===== src/rtl/pll_reset_sequencer.sv =====
// pll_reset_sequencer
//   Sequences the core PLL and the core reset in the clk_74a domain. Pulses the
//   PLL reset, synchronizes the PLL lock indication, waits for lock to stay
//   stable before releasing the core reset, retries on lock timeout and
//   re-sequences on lock loss or on an explicit relock request.
//
// Ports
//   clk_74a       in   74.25 MHz reference clock (also the PLL refclk)
//   reset_n       in   async active-low reset, deassertion already synchronous
//   pll_locked    in   PLL locked, asynchronous to clk_74a
//   relock_req    in   single-cycle request to restart sequencing
//   pll_rst       out  PLL reset, active-high
//   core_reset_n  out  core reset, active-low
//   pll_ready     out  high while running
//   pll_fail      out  high once all retries are exhausted
//   lock_lost     out  one-cycle pulse when lock drops while running
//   retry_count   out  retries consumed in the current sequence
module pll_reset_sequencer #(
  parameter int unsigned RST_PULSE_CYCLES    = 16,
  parameter int unsigned LOCK_STABLE_CYCLES  = 1024,
  parameter int unsigned LOCK_TIMEOUT_CYCLES = 74250,
  parameter int unsigned MAX_RETRIES         = 3
) (
  input  logic       clk_74a,
  input  logic       reset_n,
  input  logic       pll_locked,
  input  logic       relock_req,
  output logic       pll_rst,
  output logic       core_reset_n,
  output logic       pll_ready,
  output logic       pll_fail,
  output logic       lock_lost,
  output logic [3:0] retry_count
);

  // Counter widths; a parameter of 1 still needs a one-bit counter.
  localparam int unsigned RST_W = (RST_PULSE_CYCLES > 1) ? $clog2(RST_PULSE_CYCLES) : 1;
  localparam int unsigned STB_W = (LOCK_STABLE_CYCLES > 1) ? $clog2(LOCK_STABLE_CYCLES) : 1;
  localparam int unsigned TO_W  = (LOCK_TIMEOUT_CYCLES > 1) ? $clog2(LOCK_TIMEOUT_CYCLES) : 1;
  localparam int unsigned RTY_W = 4;

  localparam logic [RST_W-1:0] RST_LAST  = RST_W'(RST_PULSE_CYCLES - 1);
  localparam logic [STB_W-1:0] STB_LAST  = STB_W'(LOCK_STABLE_CYCLES - 1);
  localparam logic [TO_W-1:0]  TO_LAST   = TO_W'(LOCK_TIMEOUT_CYCLES - 1);
  localparam logic [RTY_W-1:0] RETRY_MAX = RTY_W'(MAX_RETRIES);

  typedef enum logic [2:0] {
    ST_RESET     = 3'd0,
    ST_WAIT_LOCK = 3'd1,
    ST_STABLE    = 3'd2,
    ST_RUN       = 3'd3,
    ST_FAIL      = 3'd4
  } state_t;

  state_t           state_q, state_d;
  logic [RST_W-1:0] rst_cnt_q, rst_cnt_d;
  logic [STB_W-1:0] stb_cnt_q, stb_cnt_d;
  logic [TO_W-1:0]  to_cnt_q, to_cnt_d;
  logic [RTY_W-1:0] retry_d;
  logic             lock_meta, lock_s;
  logic             timeout_c;
  logic             lock_lost_c;

  // Two-stage synchronizer for the asynchronous PLL lock.
  always_ff @(posedge clk_74a or negedge reset_n) begin
    if (!reset_n) begin
      lock_meta <= 1'b0;
      lock_s    <= 1'b0;
    end else begin
      lock_meta <= pll_locked;
      lock_s    <= lock_meta;
    end
  end

  // Next-state and counter logic.
  always_comb begin
    state_d     = state_q;
    rst_cnt_d   = rst_cnt_q;
    stb_cnt_d   = stb_cnt_q;
    to_cnt_d    = to_cnt_q;
    retry_d     = retry_count;
    lock_lost_c = 1'b0;
    timeout_c   = (to_cnt_q == TO_LAST);

    case (state_q)
      ST_RESET: begin
        // relock_req is deliberately ignored here so the pulse is never stretched.
        if (rst_cnt_q == RST_LAST) begin
          state_d  = ST_WAIT_LOCK;
          to_cnt_d = '0;
        end else begin
          rst_cnt_d = rst_cnt_q + RST_W'(1);
        end
      end

      ST_WAIT_LOCK: begin
        to_cnt_d = to_cnt_q + TO_W'(1);
        if (relock_req) begin
          state_d   = ST_RESET;
          rst_cnt_d = '0;
          retry_d   = '0;
        end else if (timeout_c) begin
          if (retry_count < RETRY_MAX) begin
            state_d   = ST_RESET;
            rst_cnt_d = '0;
            retry_d   = retry_count + RTY_W'(1);
          end else begin
            state_d = ST_FAIL;
          end
        end else if (lock_s) begin
          state_d   = ST_STABLE;
          stb_cnt_d = '0;
        end
      end

      ST_STABLE: begin
        to_cnt_d = to_cnt_q + TO_W'(1);
        if (relock_req) begin
          state_d   = ST_RESET;
          rst_cnt_d = '0;
          retry_d   = '0;
        end else if (lock_s && (stb_cnt_q == STB_LAST)) begin
          // Completion wins over a timeout landing on the same cycle.
          state_d = ST_RUN;
        end else if (timeout_c) begin
          if (retry_count < RETRY_MAX) begin
            state_d   = ST_RESET;
            rst_cnt_d = '0;
            retry_d   = retry_count + RTY_W'(1);
          end else begin
            state_d = ST_FAIL;
          end
        end else if (!lock_s) begin
          // Drop back but keep the timeout running across the glitch.
          state_d = ST_WAIT_LOCK;
        end else begin
          stb_cnt_d = stb_cnt_q + STB_W'(1);
        end
      end

      ST_RUN: begin
        if (!lock_s) begin
          // Lock loss still pulses lock_lost when a relock arrives together.
          state_d     = ST_RESET;
          rst_cnt_d   = '0;
          retry_d     = '0;
          lock_lost_c = 1'b1;
        end else if (relock_req) begin
          state_d   = ST_RESET;
          rst_cnt_d = '0;
          retry_d   = '0;
        end
      end

      ST_FAIL: begin
        if (relock_req) begin
          state_d   = ST_RESET;
          rst_cnt_d = '0;
          retry_d   = '0;
        end
      end

      default: begin
        state_d   = ST_RESET;
        rst_cnt_d = '0;
        retry_d   = '0;
      end
    endcase
  end

  // State, counters and registered output decode.
  always_ff @(posedge clk_74a or negedge reset_n) begin
    if (!reset_n) begin
      state_q      <= ST_RESET;
      rst_cnt_q    <= '0;
      stb_cnt_q    <= '0;
      to_cnt_q     <= '0;
      retry_count  <= '0;
      pll_rst      <= 1'b1;
      core_reset_n <= 1'b0;
      pll_ready    <= 1'b0;
      pll_fail     <= 1'b0;
      lock_lost    <= 1'b0;
    end else begin
      state_q      <= state_d;
      rst_cnt_q    <= rst_cnt_d;
      stb_cnt_q    <= stb_cnt_d;
      to_cnt_q     <= to_cnt_d;
      retry_count  <= retry_d;
      pll_rst      <= (state_d == ST_RESET) || (state_d == ST_FAIL);
      core_reset_n <= (state_d == ST_RUN);
      pll_ready    <= (state_d == ST_RUN);
      pll_fail     <= (state_d == ST_FAIL);
      lock_lost    <= lock_lost_c;
    end
  end

endmodule


===== config.mk =====
export PLATFORM = sky130hd
export DESIGN_NAME = pll_reset_sequencer
export DESIGN_NICKNAME = d
export VERILOG_FILES = /design/src/rtl/pll_reset_sequencer.sv
export SDC_FILE = /design/constraint.sdc
export NUM_CORES = 1
export LEC_CHECK = 0
export ABC_AREA = 1
export CAP_MARGIN = 10
export CORE_ASPECT_RATIO = 2
export CORE_MARGIN = 10
export CORE_UTILIZATION = 35
export CTS_CLUSTER_SIZE = 12
export DETAILED_ROUTE_END_ITERATION = 7
export HOLD_SLACK_MARGIN = 0.05
export SLEW_MARGIN = 30
export SYNTH_ARGS = -nofsm -noshare
export SYNTH_HDL_FRONTEND = slang
export SYNTH_SLANG_ARGS = --single-unit

===== constraint.sdc =====
create_clock -name clk_74a -period 1.6 [get_ports clk_74a]
set_input_delay 0.16 -clock clk_74a [delete_from_list [all_inputs] [get_ports clk_74a]]
set_output_delay 0.16 -clock clk_74a [all_outputs]
set_load 0.03 [all_outputs]

After elaboration in Yosys (flattened, before gate mapping)
Index checks and enable logic that the tools add are counted.
Cells by class
  equal/unequal tests: 19
  add/subtract/negate cells: 4
  order comparisons: 1
  bitwise gates (word level): 1
  mux-type cells: 41
  reductions and logical operators: 11
Operator list (number)
  10-bit two-way mux: 7
  4-bit two-way mux: 15
  4-bit one-hot mux with 5 select lines: 2
  17-bit one-hot mux with 2 select lines: 1
  3-bit two-way mux: 11
  10-bit one-hot mux with 2 select lines: 1
  2-bit != test (second input constant): 9
  17-bit by 1-bit adder with 17-bit output (second input constant): 1
  17-bit == test (second input constant): 1
  17-bit two-way mux: 1
  3-bit one-hot mux with 5 select lines: 1
  10-bit by 1-bit adder with 10-bit output (second input constant): 1
  10-bit == test (second input constant): 1
  3-bit by 2-bit == test with 1-bit output (second input constant): 3
  4-bit by 1-bit adder with 4-bit output (second input constant): 2
  8-bit AND reduction: 1
  3-bit == test (second input constant): 2
  3-bit zero test: 2
  2-bit AND reduction: 3
  4-bit == test (second input constant): 1
  4-bit by 2-bit < comparator with 1-bit output (second input constant): 1
  2-bit nonzero test: 2
  3-bit by 1-bit == test with 1-bit output (second input constant): 1
  3-bit != test (second input constant): 1
  other kinds (5): 6
Storage, ports and cells
  register bits after elaboration: 44
  word-level logic and storage cells: 88

Depth between registers and ports, before layout
Gate-level depths: netlist of run 1.
  depth after elaboration: 8
  gate-level depth with buffers: 12
  gate-level depth less buffers: 12

Least setup slack after synthesis of run 1
No wires, ideal clock.
  kind: register to register
  from: reg retry_count[0]
  to: reg retry_count[0]
  clock period less this slack: 1.499 ns
  arrival time: 1.381 ns
  cell stages (with the launch flop): 8
  setup time: 0.118 ns
  path slack: 0.101 ns
  cells stage by stage: dfrtp_1 > ha_1 > nor3_1 > nand3_1 > nand2_2 > nand2_2 > nand2_1 > nand2_1
On the way
  longest elaborated chain between the ends: 6
  elaborated cells between the ends (all ways): 10
RTL lines
  from (decl): line 33  | output logic [3:0] retry_count
  from (signal assigned): line 189  | retry_count <= retry_d;
  4-bit by 1-bit adder with 4-bit output / 4-bit by 2-bit < comparator with 1-bit output (equally long branches)
  4-bit two-way mux: line 103, 126
  4-bit two-way mux: line 125  | end else if (timeout_c) begin
  4-bit two-way mux: line 122  | end else if (lock_s && (stb_cnt_q == STB_LAST)) begin
  4-bit two-way mux: line 118  | if (relock_req) begin
  4-bit one-hot mux with 5 select lines (*): line 85  | case (state_q)
Every way passes the cells marked *; elsewhere a longest branch is shown, timed or not. The select of a mux whose other input is x is not followed.
A chain may end at the register's enable or synchronous reset.

Final worst setup path of run 1
  from: reg retry_count[2]
  to: out retry_count[2]
No word-level cell between the ends.

==> flow_metrics.env, run 1 <==
export IMPL_cts_tree="built"
export IMPL_synth_top_cell_area_share_pct=39.0
export IMPL_pwr_dens_mw_per_mm2=1080
export IMPL_worstSetupStartpointType="flop"
export IMPL_post_dp_hpwl_um=5740
export IMPL_synth_cells=399
export IMPL_area_growth_synth_to_final_pct=22.1
export IMPL_worst_setup_path_end_kind="output port"
export IMPL_totalWireLength_um=7430
export IMPL_synth_top_family_by_area="simple AND/OR/NAND/NOR gates"
export IMPL_cts_path_max_buffers=2
export IMPL_slew_headroom_pct=69.3
export IMPL_fin_hold_ws_ps=308
export IMPL_report_final_hold_viol_count=0
export IMPL_maxClockFrequency_mhz=651
export IMPL_multiInputGateArea_mm2=0.00152
export IMPL_clockPowerShare_pct=28.6
export IMPL_grtUsageTotal_pct=12.9
export IMPL_cp_buffers_inverters=1
export IMPL_antenna_cells=0
export IMPL_drt_pass1_iter_count=5
export IMPL_number_of_buffers_inserted_during_clock_tree_synthesis=5
export IMPL_synth_top_cells_by_count="nand2_1, nor2_1, nand3_1"
export IMPL_cp_slowest_cell="clkdlybuf4s50_1"
export IMPL_maxCapViolCount=0
export IMPL_drt_initial_drc_count=142
export IMPL_combinationalPowerShare_pct=33.5
export IMPL_vdd_ir_drop_worst_uv=722
export IMPL_insertion_delay_to_the_later_sink_of_the_worst_skew_pair_ps=290
export IMPL_finalWeightedCongestion=0.918
export IMPL_grt_pass1_vias=2711
export IMPL_syn_nets=408
export IMPL_finish_utilization_pct=44.0
export IMPL_clk_root_buf="clkbuf_16"
export IMPL_post_synth_fa_ha_maj_area_fraction_pct=2.27
export IMPL_wire_per_inst_um=14.0
export IMPL_final_period_minus_worst_setup_slack_ps=1540
export IMPL_routed_via_density=5.05
export IMPL_floorplan_initialDensity_pct=36.0
export IMPL_ios=13
export IMPL_critical_path_arrival_ps=1380
export IMPL_antenna_found_initial=0
export IMPL_ys_seq_elements=44
export IMPL_required_time_of_the_critical_path_ps=1440
export IMPL_finish_net_count=444
export IMPL_criticalPathCategory="reg2out"
export IMPL_worstHoldPathType="in2reg"
export IMPL_die_area_mm2=0.0120
export IMPL_ff_latch_area_mm2=0.00110
export IMPL_clock_skew_ps=4.37
export IMPL_post_synth_and_or_nand_nor_area_fraction_pct=43.9
export IMPL_synth_xor_area_share_pct=1.90
export IMPL_power_switching_fraction_pct=37.0
export IMPL_cts_h_tree_depth=2
export IMPL_cts_num_sinks=44
export IMPL_power_static_leakage_nw=1.60
export IMPL_ys_async_sr_fraction_pct=100
export IMPL_num_rows=45
export IMPL_power_sequential_fraction_pct=38.0
export IMPL_antenna_violation_net_count_after_detailed_routing=0
export IMPL_cpPeakStageDelay_ps=690
export IMPL_synth_compound_area_share_pct=4.54
export IMPL_worstPathCellList="clkdlybuf4s50_1"
export IMPL_path_clk_slew_ps=60
export IMPL_tightest_slew_ps=457
export IMPL_synth_top_cells_by_area="dfrtp_1, nand2_1, nand3_1, nor2_1, inv_1"
export IMPL_syn_warnings=0
export IMPL_gr_total_overflow=0
export IMPL_cp_top_family="buffers and inverters"
export IMPL_yosysUniqueCellTypes=32
export IMPL_synthMostInstantiatedCell="nand2_1"
export IMPL_final_layout_size_suffix_gt1_share_pct=14.9
export IMPL_fin_crit_sh_pct=96.0
export IMPL_placement_io_buffers=12
export IMPL_setup_viol=0
export IMPL_grt_first_pass_wirelength_um=12200
export IMPL_netSwitchingPower_mw=1.35
export IMPL_cellInternalPower_mw=2.30
export IMPL_synth_enable_flop_cells=0
export IMPL_die_width_um=82.8
export IMPL_yosys_mux_area_fraction_pct=0
export IMPL_yosys_area_top_type="dfrtp_1"
export IMPL_die_y_um=146
export IMPL_floorplan_core_area_mm2=0.00766
export IMPL_via_count=2677
export IMPL_synth_seq_area_share_pct=40.0
export IMPL_slew_violations=0
export IMPL_primary_ff_master_synth="dfrtp_1"
export IMPL_finalPower_mw=3.65
export IMPL_drcViolationCount=0
export IMPL_fill_cells=857
export IMPL_worstPathMaxFanout=4
export IMPL_netlist_area_mm2=0.00276
export IMPL_syn_avg_cell_area_um2=6.91
export IMPL_outcome="finished, final reports clean"
export IMPL_grt_max_degree=45
sequential cells by signal (all words and copies together), names as in the netlist:
register	flops
lock_lost	1
lock_meta	1
lock_s	1
pll_fail	1
pll_ready	1
pll_rst	1
retry_count	4
rst_cnt_q	4
state_q	3
stb_cnt_q	10
to_cnt_q	17
kinds of logic after synthesis:
| kind of cell | after synthesis |
|---|---|
| DFF | 44 |
| and+or+nand+nor | 271 |
| xor gates and xnor gates | 6 |
| buffers and inverters | 51 |
| adders and majority gates | 5 |
| AOI/OAI and AO/OA | 22 |
routing by layer:
layer	vias to the layer above	track usage, %	wire, um
met2	37	24.9	4450
met1	1273	11.7	2540
met4	0	6.06	283
met5	-	0	0
li1	1350	-	-
met3	17	2.10	159
cells in the final DEF (no fill, tap or decap), types with 2 or more instances in the layout:
| cell | Yosys | routed |
|---|---|---|
| nand3_1 | 51 | 49 |
| nor3_2 | 0 | 3 |
| buf_12 | 0 | 2 |
| clkinv_2 | 0 | 2 |
| inv_2 | 5 | 5 |
| clkbuf_16 | 0 | 5 |
| a21oi_2 | 1 | 2 |
| inv_1 | 41 | 40 |
| xnor2_1 | 2 | 2 |
| dlygate4sd2_1 | 0 | 3 |
| nand2_1 | 125 | 123 |
| nand2_2 | 6 | 5 |
| nand4_1 | 12 | 12 |
| dfrtp_1 | 43 | 42 |
| nor3_1 | 10 | 7 |
| o21ai_0 | 4 | 4 |
| nor2_1 | 56 | 54 |
| xor2_1 | 4 | 4 |
| nand2_4 | 1 | 5 |
| clkdlybuf4s50_1 | 0 | 7 |
| o21ai_1 | 7 | 7 |
| ha_1 | 5 | 5 |
| a21oi_1 | 4 | 3 |
| nor2_2 | 2 | 3 |
| nand3_2 | 1 | 3 |
| nor2_4 | 2 | 3 |
| o22ai_1 | 3 | 3 |
| buf_4 | 3 | 18 |
power groups by stage:
stage / clock (mW) / combinational [mW] / sequential [mW]
3_3_place_gp: 0 / 1.18 / 1.40
2_1_floorplan: 0 / 0.749 / 1.44
6_report: 1.04 / 1.22 / 1.39
4_1_cts: 1.07 / 1.19 / 1.38
5_1_grt: 1.09 / 1.37 / 1.40
3_5_place_dp: 0 / 1.19 / 1.40
timing repair:
action                     in CTS  in global routing
buffers inserted                0                  1
hold endpoints to repair       43                  0
setup endpoints to repair       3                 35
cloned                          0                  1
hold buffers                    1                  0
pin swaps                       0                  3
resized for setup               3                 20
cell type report:
| class | count | area share, % |
|---|---|---|
| repair buffers | 33 | 8.88 |
| multi-input cells | 305 | 45.2 |
| well taps | 94 | 3.49 |
| clock inverters | 2 | 0.297 |
| clock buffers | 6 | 4.12 |
| inverters | 46 | 5.27 |
| flip-flops and latches | 44 | 32.8 |
final timing paths:
path / start / end / slack, ps / depth (start not counted)
max in group asynchronous: reset_n / pll_rst / 960 / 3
worst max register to register: to_cnt_q[1] / retry_count[3] / 90 / 11
worst min-delay path: pll_locked / lock_meta / 310 / 1
min in group asynchronous: reset_n / stb_cnt_q[4] / 380 / 3
worst min register to register: lock_meta / lock_s / 350 / 0
worst max-delay path: retry_count[2] / retry_count[2] / 60 / 1
through the flow:
| step | cells | instance area (um2) | TNS, ps | setup WS (ps) |
|---|---|---|---|---|
| 2_1_floorplan | 399 | 2760 | 0 | 101 |
| 6_report | 530 | 3370 | 0 | 63.9 |
| 3_5_place_dp | 519 | 3110 | 0 | 23.4 |
| 4_1_cts | 528 | 3270 | 0 | 8.62 |
| 5_1_grt | 530 | 3370 | -42.7 | -17.6 |
| 3_3_place_gp | 519 | 3110 | 0 | 38.0 |
No activity file was read; power rests on OpenSTA's default activity.
==> run 2, diff against run 1 <==
--- a/config.mk
+++ b/config.mk
@@ -5,11 +5,11 @@
 export SDC_FILE = /design/constraint.sdc
 export NUM_CORES = 1
 export LEC_CHECK = 0
-export ABC_AREA = 1
 export CAP_MARGIN = 10
 export CORE_ASPECT_RATIO = 2
 export CORE_MARGIN = 10
 export CORE_UTILIZATION = 35
+export CTS_CLUSTER_DIAMETER = 40
 export CTS_CLUSTER_SIZE = 12
 export DETAILED_ROUTE_END_ITERATION = 7
 export HOLD_SLACK_MARGIN = 0.05
==> flow_metrics.env, run 2 <==
export IMPL_post_synth_and_or_nand_nor_area_fraction_pct=28.3
export IMPL_slew_violations=0
export IMPL_floorplan_core_area_mm2=0.00657
export IMPL_synth_top_cells_by_count="dfrtp_1, nand2_1, nor2_1"
export IMPL_die_area_mm2=0.0106
export IMPL_pre_cts_slack_ps=-343
export IMPL_finish_instance_area_mm2=0.00374
export IMPL_gr_total_overflow=0
export IMPL_post_route_worst_setup_slack_ps=-265
export IMPL_num_rows=42
export IMPL_required_time_of_the_critical_path_ps=1830
export IMPL_reg_top3="to_cnt_q x17, stb_cnt_q x10"
export IMPL_antenna_found_initial=0
export IMPL_tightest_slew_ps=577
export IMPL_largest_register_ffs=17
export IMPL_syn_nets=250
export IMPL_syn_warnings=0
export IMPL_post_synth_fa_ha_maj_area_fraction_pct=2.67
export IMPL_synth_cells=241
export IMPL_synth_top_cell_area_share_pct=46.0
export IMPL_critical_path_arrival_ps=2100
export IMPL_worst_setup_path_end_kind="flop"
export IMPL_drcViolationCount=0
export IMPL_fin_crit_sh_pct=117
export IMPL_pwr_dens_mw_per_mm2=1140
export IMPL_path_clk_slew_ps=60
export IMPL_clock_skew_ps=7.55
export IMPL_violated_checks="setup timing"
export IMPL_worst_r2r_path_depth=7
export IMPL_global_route_met1_usage_pct=12.1
export IMPL_yosysUniqueCellTypes=54
export IMPL_cp_buffers_inverters=1
export IMPL_synth_enable_flop_cells=0
export IMPL_worstPathCellList="ha_4 > nor4b_4 > a41oi_2 > o2111ai_4 > buf_6 > or4_4 > nand2_1"
export IMPL_netlist_area_mm2=0.00234
export IMPL_grt_max_degree=27
export IMPL_finalWeightedCongestion=0.782
export IMPL_totalNegativeSetupSlack_ps=-3700
export IMPL_drt_pass1_iter_count=4
export IMPL_antenna_cells=0
export IMPL_criticalPathCategory="reg2reg"
export IMPL_maxClockFrequency_mhz=536
export IMPL_cp_top_family="simple AND/OR/NAND/NOR gates"
export IMPL_cts_h_tree_depth=2
export IMPL_placement_io_buffers=12
export IMPL_grtUsageTotal_pct=12.7
export IMPL_outcome="complete, but fails checks"
export IMPL_report_final_hold_viol_count=0
export IMPL_ios=13
export IMPL_insertion_delay_to_the_later_sink_of_the_worst_skew_pair_ps=290
export IMPL_number_of_buffers_inserted_during_clock_tree_synthesis=5
export IMPL_grt_setup_unrepaired="yes"
export IMPL_yosys_mux_area_fraction_pct=0
export IMPL_worstPathMaxFanout=7
export IMPL_finalPower_mw=4.28
export IMPL_synth_top_family_by_area="simple AND/OR/NAND/NOR gates"
export IMPL_via_count=2248
export IMPL_synth_top_cells_by_area="dfrtp_1, a21oi_1, or3_1, nand2_1, nor2_1"
export IMPL_vdd_ir_drop_worst_uv=603
export IMPL_ff_latch_area_mm2=0.00111
export IMPL_totalWireLength_um=6750
export IMPL_timing_critical_path_depth=7
export IMPL_floorplan_initialDensity_pct=35.6
export IMPL_final_period_minus_worst_setup_slack_ps=1860
export IMPL_synth_compound_area_share_pct=15.1
export IMPL_antenna_violation_net_count_after_detailed_routing=0
export IMPL_max_flop_register="to_cnt_q"
export IMPL_primary_ff_master_synth="dfrtp_1"
export IMPL_cp_slowest_cell="or4_4"
export IMPL_die_width_um=77.8
export IMPL_fill_cells=582
export IMPL_final_cell_mix="buf_4, dfrtp_1, nor2_1, nand2_1"
export IMPL_final_layout_size_suffix_gt1_share_pct=47.4
export IMPL_detailed_place_area_mm2=0.00315
export IMPL_worstHoldPathType="in2reg"
export IMPL_globalRouteMet3Util_pct=2.19
export IMPL_post_place_cells=410
export IMPL_ys_seq_elements=44
export IMPL_wire_per_inst_um=15.6
export IMPL_finish_net_count=352
export IMPL_maxCapViolCount=0
export IMPL_area_growth_synth_to_final_pct=59.9
export IMPL_die_y_um=136
export IMPL_setup_viol=32
export IMPL_routed_via_density=5.20
export IMPL_cts_num_sinks=44
export IMPL_layout_commonest_cell="buf_4"
export IMPL_holdPathStages=1
export IMPL_grt_first_pass_wirelength_um=11000
export IMPL_multiInputGateArea_mm2=0.00148
export IMPL_cpPeakStageDelay_ps=480
export IMPL_global_route_peak_usage_layer="met2"
export IMPL_grt_pass1_vias=2392
export IMPL_synth_seq_area_share_pct=47.1
export IMPL_grt_use_met2_pct=25.0
export IMPL_drt_initial_drc_count=107
export IMPL_final_cell_count_no_fill=432
export IMPL_ys_async_sr_fraction_pct=100
export IMPL_power_static_leakage_nw=1.66
export IMPL_cts_tree="built"
export IMPL_clk_root_buf="clkbuf_16"
export IMPL_cts_path_max_buffers=2
export IMPL_syn_avg_cell_area_um2=9.71
export IMPL_yosys_area_top_type="dfrtp_1"
export IMPL_post_dp_hpwl_um=4700
export IMPL_synth_xor_area_share_pct=3.74
export IMPL_worstSetupStartpointType="flop"
export IMPL_slew_headroom_pct=61.5
export IMPL_synthMostInstantiatedCell="dfrtp_1"
-- run 2: what timing repair did --
item,4_1_cts,5_1_grt
setup buffers,9,5
hold buffers,1,0
setup endpoints to repair,40,40
endpoints found under the hold margin,23,0
gates resized for setup,25,44
cloned,0,1
pin swaps,15,20
-- run 2: path summary, 6_finish.rpt --
path	start	end	slack, ps
min	pll_locked	lock_meta	310
max in group asynchronous	reset_n	state_q[1]	590
min reg2reg	lock_meta	lock_s	360
min in group asynchronous	reset_n	stb_cnt_q[8]	400
max reg2reg	to_cnt_q[0]	stb_cnt_q[7]	-260
max	to_cnt_q[0]	stb_cnt_q[7]	-260
-- run 2: area by class of cell --
class	count	share of cell area, %
multi-input combinational	183	39.6
inverter	6	0.602
clock inverter	2	1.61
clock buffer	6	3.44
tap	88	2.94
sequential	44	29.6
timing repair buffer	103	22.2
-- run 2: cells by family after synthesis --
kind of cell,count (synthesis)
flip-flops,44
XOR/XNOR,10
AO/OA/AOI/OAI,53
AND/OR/NAND/NOR,115
buffers and inverters,14
adder cells (fa/ha/maj),5
-- run 2: worst reg2reg max path: stages (launching register included) --
cell	delay, ps
dfrtp_1	410
ha_4	170
nor4b_4	130
a41oi_2	220
o2111ai_4	150
buf_6	170
or4_4	480
nand2_1	90
-- run 2: power by group --
group / internal [mW] / total, mW / switching, mW
Clock: 0.896 / 1.33 / 0.435
Combinational: 0.822 / 1.58 / 0.755
Sequential: 1.27 / 1.37 / 0.105
-- run 2: per-layer routing --
metal	vias up	part of all wire, %
li1	1092	-
met1	1104	36
met2	36	58
met3	16	2.1
met4	0	3.8
met5	-	0
-- run 2: metrics by stage --
| stage | hold WS, ps | util [%] |
|---|---|---|
| 2_1_floorplan | -136 | - |
| 3_3_place_gp | 193 | 47.9 |
| 3_5_place_dp | 195 | 47.9 |
| 4_1_cts | 306 | 53.3 |
| 5_1_grt | 316 | 57.0 |
| 6_report | 309 | 57.0 |
==> run 3, diff against run 2 <==
--- a/config.mk
+++ b/config.mk
@@ -6,7 +6,7 @@
 export NUM_CORES = 1
 export LEC_CHECK = 0
 export CAP_MARGIN = 10
-export CORE_ASPECT_RATIO = 2
+export CORE_ASPECT_RATIO = 1.25
 export CORE_MARGIN = 10
 export CORE_UTILIZATION = 35
 export CTS_CLUSTER_DIAMETER = 40
==> flow_metrics.env, run 3 (same netlist as run 2, synthesis figures left out) <==
export IMPL_outcome="complete, but fails checks"
export IMPL_violated_checks="setup timing"
export IMPL_pwr_dens_mw_per_mm2=1030
export IMPL_holdPathStages=1
export IMPL_detailed_place_area_mm2=0.00312
export IMPL_via_count=2176
export IMPL_finalWeightedCongestion=0.831
export IMPL_final_period_minus_worst_setup_slack_ps=1870
export IMPL_post_route_worst_setup_slack_ps=-275
export IMPL_antenna_cells=0
export IMPL_multiInputGateArea_mm2=0.00145
export IMPL_cts_path_max_buffers=2
export IMPL_slew_violations=0
export IMPL_clk_root_buf="clkbuf_8"
export IMPL_placement_io_buffers=12
export IMPL_insertion_delay_to_the_later_sink_of_the_worst_skew_pair_ps=300
export IMPL_ff_latch_area_mm2=0.00111
export IMPL_fin_crit_sh_pct=117
export IMPL_finalPower_mw=3.66
export IMPL_top_routing_layer_in_use="met4"
export IMPL_worst_setup_path_end_kind="flop"
export IMPL_path_clk_slew_ps=90
export IMPL_clock_skew_ps=7.73
export IMPL_die_area_mm2=0.0104
export IMPL_worstPathMaxFanout=16
export IMPL_final_layout_size_suffix_gt1_share_pct=45.2
export IMPL_criticalPathCategory="reg2reg"
export IMPL_power_static_leakage_nw=1.58
export IMPL_number_of_buffers_inserted_during_clock_tree_synthesis=5
export IMPL_totalWireLength_um=6140
export IMPL_maxClockFrequency_mhz=533
export IMPL_grt_pass1_vias=2219
export IMPL_final_cell_mix="buf_4, dfrtp_1, nor2_1, nand2_1, nand3_1"
export IMPL_num_rows=33
export IMPL_fill_cells=611
export IMPL_largest_register_ffs=17
export IMPL_cts_tree="built"
export IMPL_grtUsageTotal_pct=11.5
export IMPL_tightest_slew_ps=493
export IMPL_die_y_um=111
export IMPL_wire_per_inst_um=14.6
export IMPL_die_width_um=93.1
export IMPL_worstReg2RegEnd="stb_cnt_q[9]"
export IMPL_drt_initial_drc_count=94
export IMPL_layout_commonest_cell="buf_4"
export IMPL_max_flop_register="to_cnt_q"
export IMPL_hold_path_startpoint="pll_locked"
export IMPL_worstHoldPathType="in2reg"
export IMPL_slew_headroom_pct=67.2
export IMPL_floorplan_core_area_mm2=0.00652
export IMPL_wl_met2_um=3360
export IMPL_reg_top3="to_cnt_q x17, stb_cnt_q x10"
export IMPL_drcViolationCount=0
export IMPL_met1Wirelength_um=2530
export IMPL_gr_total_overflow=0
export IMPL_setup_viol=31
export IMPL_ios=13
export IMPL_hold_path_end="lock_meta"
export IMPL_worstSetupStartpointType="flop"
export IMPL_grt_first_pass_wirelength_um=9990
export IMPL_report_final_hold_viol_count=0
export IMPL_drt_pass1_iter_count=4
export IMPL_area_growth_synth_to_final_pct=51.3
export IMPL_antenna_violation_net_count_after_detailed_routing=0
export IMPL_cts_num_sinks=44
export IMPL_critical_path_reg2reg_startpoint="to_cnt_q[0]"
export IMPL_cts_h_tree_depth=2
export IMPL_route_met3_wl_um=187
export IMPL_pre_cts_slack_ps=-289
export IMPL_worst_r2r_path_depth=7
export IMPL_required_time_of_the_critical_path_ps=1850
export IMPL_grt_setup_unrepaired="yes"
export IMPL_antenna_found_initial=0
export IMPL_finish_instance_area_mm2=0.00354
export IMPL_post_dp_hpwl_um=4320
export IMPL_maxCapViolCount=0
export IMPL_routed_via_density=5.17
export IMPL_floorplan_initialDensity_pct=35.9
export IMPL_grt_max_degree=23
export IMPL_vdd_ir_drop_worst_uv=506
export IMPL_critical_path_arrival_ps=2120
export IMPL_setup_reg_to_reg_worst_slack_ps=-270
export IMPL_finish_net_count=342
-- run 3: changes by cell type in the layout (fill, tap and decap cells not counted), sizes merged --
| cell | delta |
|---|---|
| buf | -10 |
| dlymetal6s2s | +1 |
| clkinv | +2 |
| dlygate4sd2 | -1 |
| bufinv | -2 |
-- run 3: stage by stage --
step | hold slack (ps) | std cells | utilization [%] | setup TNS [ps]
2_1_floorplan | -136 | 241 | - | -1320
3_3_place_gp | 152 | 403 | 47.8 | -4450
3_5_place_dp | 152 | 403 | 47.8 | -4810
4_1_cts | 299 | 415 | 50.5 | -3940
5_1_grt | 310 | 421 | 54.3 | -6260
6_report | 303 | 421 | 54.3 | -3720
-- run 3: power breakdown --
part	leakage, nW	total (mW)	internal (mW)	switching, mW
combinational	0.948	1.55	0.812	0.742
clock	0.0510	0.733	0.345	0.388
sequential	0.584	1.37	1.27	0.102
total	1.58	3.66	2.43	1.23
-- run 3: worst max path at each step --
stage	start	endpoint	slack [ps]
6_report	to_cnt_q[0]	stb_cnt_q[9]	-270
5_1_grt	to_cnt_q[1]	rst_cnt_q[1]	-330
4_1_cts	to_cnt_q[0]	stb_cnt_q[8]	-280
3_5_place_dp	relock_req	retry_count[1]	-290
3_3_place_gp	relock_req	retry_count[1]	-270
2_1_floorplan	to_cnt_q[1]	stb_cnt_q[9]	-170
-- run 3: area by class of cell --
type                       instances  area share (%)
clock inverter                     2           0.283
multi-input combinational        183            40.8
timing repair buffer              93            21.5
clock buffer                       6            2.33
tap                               87            3.07
sequential                        44            31.3
inverter                           6           0.636
-- run 3: repair_timing --
| item | in CTS | in global routing |
|---|---|---|
| pin swaps | 4 | 8 |
| hold buffers | 1 | 0 |
| endpoints found under the setup margin | 38 | 41 |
| setup buffers | 4 | 5 |
| gates resized for setup | 15 | 48 |
| hold endpoints to repair | 19 | 0 |
| cloned | 0 | 2 |
-- run 3: worst max-delay path, cell delays in order (launching register included) --
cell,delay (ps)
dfrtp_1,410
ha_4,170
nor4b_4,130
a41oi_2,190
o2111ai_2,170
buf_12,190
or4_1,480
nand2_1,80
-- run 3: routing by layer --
metal / GRT usage (%) / vias up
li1: - / 1069
met1: 13.5 / 1064
met5: 0 / -
met3: 2.22 / 6
met2: 20.5 / 37
met4: 3.30 / 0
